## config.mk

```make
export PLATFORM = sky130hd
export DESIGN_NAME = serial_add_sub
export DESIGN_NICKNAME = d
export VERILOG_FILES = /design/src/rtl/serial_add_sub_pkg.sv /design/src/rtl/serial_add_sub_fa_bit.sv /design/src/rtl/serial_add_sub.sv
export SDC_FILE = /design/constraint.sdc
export NUM_CORES = 1
export LEC_CHECK = 0
export CAP_MARGIN = 20
export CORE_UTILIZATION = 49
export CTS_CLUSTER_DIAMETER = 60
export DETAILED_ROUTE_END_ITERATION = 8
export GPL_TIMING_DRIVEN = 0
export PLACE_DENSITY = 0.75
export SLEW_MARGIN = 40
export SYNTH_ARGS = -nofsm -noshare
export SYNTH_HDL_FRONTEND = slang
export SYNTH_SLANG_ARGS = --single-unit
```

## constraint.sdc

```tcl
create_clock -name CLK -period 4 [get_ports CLK]
set_input_delay 0.8 -clock CLK [delete_from_list [all_inputs] [get_ports CLK]]
set_output_delay 0.8 -clock CLK [all_outputs]
set_load 0.02 [all_outputs]
```

## src/rtl/serial_add_sub_pkg.sv

```systemverilog
// Shared types and constants for the bit-serial adder/subtracter.
package serial_add_sub_pkg;

    // Control FSM states: waiting, stepping bits, result just completed
    typedef enum logic [1:0] {
        IDLE = 2'd0,
        RUN  = 2'd1,
        FIN  = 2'd2
    } sas_state_t;

    // Operation select values for the SUB input
    localparam logic SAS_ADD = 1'b0;
    localparam logic SAS_SUB = 1'b1;

    // A new request is only accepted while no bit-steps are in flight
    function automatic logic sas_can_accept(input sas_state_t st);
        return (st == IDLE) || (st == FIN);
    endfunction

endpackage

```

## src/rtl/serial_add_sub_fa_bit.sv

```systemverilog
// Single full-adder cell; the only arithmetic element of the serial datapath.
module fa_bit (
    input  logic i_a,
    input  logic i_b,
    input  logic i_c,
    output logic o_sum,
    output logic o_carry
);

    logic w_axb;

    assign w_axb   = i_a ^ i_b;
    assign o_sum   = w_axb ^ i_c;
    assign o_carry = (i_a & i_b) | (i_c & w_axb);

endmodule

```

## src/rtl/serial_add_sub.sv

```systemverilog
// Bit-serial WIDTH-bit adder/subtracter, LSB first through one full-adder cell.
// Optional signed-overflow flag OVF is built only when SERIAL_ADD_SUB_OVF_EN
// is defined; the default build has no OVF port.
module serial_add_sub
    import serial_add_sub_pkg::*;
#(
    parameter int WIDTH = 8
) (
    input  logic             CLK,
    input  logic             RST,
    input  logic             START,
    input  logic             SUB,
    input  logic [WIDTH-1:0] A,
    input  logic [WIDTH-1:0] B,
    output logic             BUSY,
    output logic             DONE,
    output logic [WIDTH-1:0] SUM,
    output logic             CARRY,
    output logic             ZERO
`ifdef SERIAL_ADD_SUB_OVF_EN
    ,
    output logic             OVF
`endif
);

    localparam int CNT_W = (WIDTH > 1) ? $clog2(WIDTH) : 1;
    localparam logic [CNT_W-1:0] LAST_CNT = CNT_W'(WIDTH - 1);

    sas_state_t       r_state;
    logic [WIDTH-1:0] r_a_sh;
    logic [WIDTH-1:0] r_b_sh;
    // Holds the WIDTH-1 most recent sum bits; the newest bit enters at the top
    logic [WIDTH-2:0] r_sum_sh;
    logic             r_c;
    logic [CNT_W-1:0] r_cnt;

    logic             w_s;
    logic             w_co;
    logic [WIDTH-1:0] w_sum_next;
    logic             w_accept;
    logic             w_step;
    logic             w_last;

    fa_bit u_fa (
        .i_a    (r_a_sh[0]),
        .i_b    (r_b_sh[0]),
        .i_c    (r_c),
        .o_sum  (w_s),
        .o_carry(w_co)
    );

    assign w_sum_next = {w_s, r_sum_sh};
    assign w_accept   = START && sas_can_accept(r_state);
    assign w_step     = (r_state == RUN);
    assign w_last     = w_step && (r_cnt == LAST_CNT);

    // Control FSM with registered BUSY level and one-cycle DONE pulse
    always_ff @(posedge CLK) begin
        if (RST) begin
            r_state <= IDLE;
            BUSY    <= 1'b0;
            DONE    <= 1'b0;
        end else begin
            DONE <= 1'b0;
            case (r_state)
                IDLE: begin
                    if (START) begin
                        r_state <= RUN;
                        BUSY    <= 1'b1;
                    end
                end
                RUN: begin
                    if (r_cnt == LAST_CNT) begin
                        r_state <= FIN;
                        BUSY    <= 1'b0;
                        DONE    <= 1'b1;
                    end
                end
                FIN: begin
                    if (START) begin
                        r_state <= RUN;
                        BUSY    <= 1'b1;
                    end else begin
                        r_state <= IDLE;
                    end
                end
                default: begin
                    r_state <= IDLE;
                    BUSY    <= 1'b0;
                end
            endcase
        end
    end

    // Operand capture and per-bit shifting; subtraction is A + ~B + 1
    always_ff @(posedge CLK) begin
        if (RST) begin
            r_a_sh   <= '0;
            r_b_sh   <= '0;
            r_sum_sh <= '0;
            r_c      <= 1'b0;
            r_cnt    <= '0;
        end else if (w_accept) begin
            r_a_sh <= A;
            r_b_sh <= (SUB == SAS_SUB) ? ~B : B;
            r_c    <= SUB;
            r_cnt  <= '0;
        end else if (w_step) begin
            r_a_sh   <= r_a_sh >> 1;
            r_b_sh   <= r_b_sh >> 1;
            r_sum_sh <= w_sum_next[WIDTH-1:1];
            r_c      <= w_co;
            r_cnt    <= r_cnt + 1'b1;
        end
    end

    // Result flags load only on the final bit-step so no partial value is visible
    always_ff @(posedge CLK) begin
        if (RST) begin
            SUM   <= '0;
            CARRY <= 1'b0;
            ZERO  <= 1'b0;
        end else if (w_last) begin
            SUM   <= w_sum_next;
            CARRY <= w_co;
            ZERO  <= (w_sum_next == '0);
        end
    end

`ifdef SERIAL_ADD_SUB_OVF_EN
    // Signed overflow: carry into the MSB differs from carry out of it
    always_ff @(posedge CLK) begin
        if (RST) begin
            OVF <= 1'b0;
        end else if (w_last) begin
            OVF <= r_c ^ w_co;
        end
    end
`endif

endmodule

```

==> metrics.yaml <==
drt:
  vias: 1437
  post-route-drc-count: 0
  antenna_left: 0
  vias_per_cell: 5.42
  firstDrtPassIters: 4
  wl_mm: 3.77
  post_drt_wl_per_cell_um: 14.2
  initialDrtViolationCount: 85
sta:
  fin_crit_sh: 0.532
  fin_crit_ns: 2.13
  final-hold-violation-count: 0
  finalSetupViolations: 0
  clock_skew_ns: 0.00885
  tns_ns: 0
  worst_slew_pin_slew_ns: 0.497
  fmax_ghz: 0.470
  slew-limit-headroom: 0.669
  rsz0062_at_grt: "false"
  drv_slew: 0
floorplan:
  die_w_um: 60.8
  dieHeight_um: 60.8
  initial_utilization: 0.533
  fp-row-count: 20
  ioPinCount: 32
  core-area_um2: 3180
  dieArea_um2: 3700
finish:
  fill_cells: 269
  layout.nets: 243
  num_antenna_cells: 0
  layout-drive-gt1-share: 0.0905
  syn_to_final_growth_pct: 25.4
worst_setup_path:
  worstPathCellList: "clkdlybuf4s50_1"
  cp.required_ns: 3.20
  worstSetupPathType: "reg -> out"
  cp_num_buf_inv: 1
  cp_slowest_cell: "clkdlybuf4s50_1"
  r2r_start: "r_cnt[0]"
  cp-start-kind: "register"
  critPathMaxFanout: 2
  rrSetupSlack_ns: 2.41
  arrival_ns: 1.33
  regToRegEndpoint: "SUM[6]"
  critical_path.top_delay_family: "buffers and inverters"
  r2r_cells: 6
  cp-end-kind: "primary output"
  max_stage_delay_ns: 0.62
  crit_start: "CARRY"
power_and_ir_drop:
  leakagePower_nw: 0.839
  sw_frac_of_total: 0.247
  p_clk_frac: 0.337
  p_per_area_nw_per_um2: 395
  p_sw_uw: 208
  total_power_uw: 840
  comb_power_share: 0.140
  peakVddDrop_mv: 0.226
  seqPwrFrac: 0.523
  p_int_uw: 632
place:
  dpl.hpwl_mm: 2.67
  gp_congestion: 0.801
  numPortBuffers: 29
run_status:
  status: "finished clean"
global_routing:
  grt_pass1_wl_mm: 6.35
  grt.total_usage: 0.243
  grt_pass1_vias: 1363
  antenna_found_initial: 0
  grt_max_degree: 13
  overflow: 0
clock_tree:
  htreeDepth: 2
  clk_root_buffer_cell: "clkbuf_4"
  cts_setup_buffers: 0
  cts_resized: 0
  cts_max_path_buffers: 2
  clk_latency_ns: 0.35
  clock-sinks: 41
  cts.clk_slew.worst_paths_ns: 0.12
  cts_buffers: 5
  ctsHoldBuffers: 0
  cts_tree: "built"
synthesis:
  synthCells: 184
  syn_area_um2: 1690
  synth-seq-cells: 41
  seq_area_frac_synth: 0.484
  avgSynthCellArea_um2: 9.21
  synth_fp_nets: 207
  synthDistinctLibCells: 28
  yosysWarnings: 0
min_path:
  hold_path.class: "reg -> reg"
  min_from: "ZERO"
  hold_end: "ZERO"
  holdPathStages: 2
job:
  maxCapViolations: 0
cells in the mapped netlist:
cell | count | area [µm²]
ha_1 | 2 | 25.0
and2b_1 | 1 | 7.51
fa_1 | 1 | 20.0
nand3b_1 | 1 | 7.51
buf_2 | 4 | 20.0
nor3_2 | 1 | 10.0
clkbuf_1 | 4 | 15.0
nor3_1 | 13 | 65.1
nor2_1 | 14 | 52.6
a311oi_1 | 2 | 17.5
buf_4 | 4 | 30.0
xor2_1 | 8 | 70.1
a21oi_1 | 19 | 95.1
buf_1 | 1 | 3.75
o21a_1 | 1 | 7.51
dfxtp_1 | 41 | 821
xnor2_1 | 1 | 8.76
a22oi_1 | 8 | 60.1
buf_6 | 4 | 45.0
mux2i_1 | 11 | 110
nand4_1 | 1 | 6.26
nand3_1 | 10 | 50.1
nor2b_1 | 1 | 6.26
nand2b_1 | 2 | 12.5
nand2_1 | 21 | 78.8
o22ai_1 | 5 | 31.3
o21ai_0 | 1 | 5.00
nor4_1 | 2 | 12.5
metal layers:
| layer | wire [µm] | global-route usage |
|---|---|---|
| met1 | 1660 | 0.306 |
| met2 | 1890 | 0.400 |
| met3 | 200 | 0.0789 |
| met4 | 19 | 0.0682 |
| met5 | 0 | 0 |
worst min-delay path: stages, from the launching register on:
cell and delay (ns):
dfxtp_1 0.33, nand2_1 0.05, a21oi_1 0.05
area by class of cell:
class	count	area [µm²]	area share
repair buffers	29	290	0.137
well taps	44	55.1	0.0259
flip-flops and latches	41	821	0.386
clock buffers	7	55.1	0.0259
clock inverters	1	30.0	0.0141
plain buffers	17	114	0.0536
multi-input cells	126	759	0.357
how the worst max path moves through the flow:
stage / endpoint / slack (ns) / cells after the start
5_1_grt: CARRY / 1.81 / 1
3_3_place_gp: r_b_sh[5] / 1.87 / 6
6_report: CARRY / 1.87 / 1
4_1_cts: CARRY / 1.86 / 1
3_5_place_dp: r_b_sh[5] / 1.79 / 6
2_1_floorplan: r_b_sh[2] / 2.42 / 5
flip-flops by register name (all words and copies together) (netlist names):
signal,flops
BUSY,1
CARRY,1
DONE,1
SUM,8
ZERO,1
r_a_sh,8
r_b_sh,8
r_c,1
r_cnt,3
r_state,2
r_sum_sh,7
cells in the final DEF (no fill, tap or decap), types with 2 or more instances in the layout:
cell             netlist  routed
xor2_1                 8       8
buf_4                  4       4
nand2b_1               2       2
nor4_1                 2       2
nand2_1               21      21
nor2_1                14      14
ha_1                   2       2
a22oi_1                8       8
buf_2                  4       4
dfxtp_1               41      41
clkbuf_1               4       5
a311oi_1               2       2
clkdlybuf4s50_1        0      29
mux2i_1               11      11
clkbuf_4               0       5
nor3_1                13      13
buf_6                  4       4
o22ai_1                5       5
nand3_1               10      10
a21oi_1               19      19
kinds of logic after synthesis:
| kind of cell | Yosys count | synth area share |
|---|---|---|
| AND/OR/NAND/NOR | 67 | 0.182 |
| buffers and inverters | 17 | 0.0672 |
| AO/OA/AOI/OAI | 36 | 0.128 |
| XOR/XNOR | 9 | 0.0465 |
| flip-flops | 41 | 0.484 |
| multiplexers | 11 | 0.0650 |
| adder cells (fa/ha/maj) | 3 | 0.0266 |
power groups by stage:
stage	Combinational (mW)	Clock (mW)	Sequential [mW]
floorplan	0.0763	0	0.446
global placement	0.113	0	0.447
detailed placement	0.116	0	0.448
CTS	0.118	0.286	0.439
global route	0.130	0.308	0.441
finish	0.118	0.283	0.439
through the flow:
stage          worst slack [ns]  cell area, µm²  utilization  instances  hold WS (ns)
2_1_floorplan              2.42            1690            -        184         0.444
3_3_place_gp               1.87            2040        0.642        257         0.450
3_5_place_dp               1.79            2040        0.642        257         0.457
4_1_cts                    1.86            2120        0.669        265         0.476
5_1_grt                    1.81            2120        0.669        265         0.492
6_report                   1.87            2120        0.669        265         0.472
No activity file was read; power rests on OpenSTA's default activity.
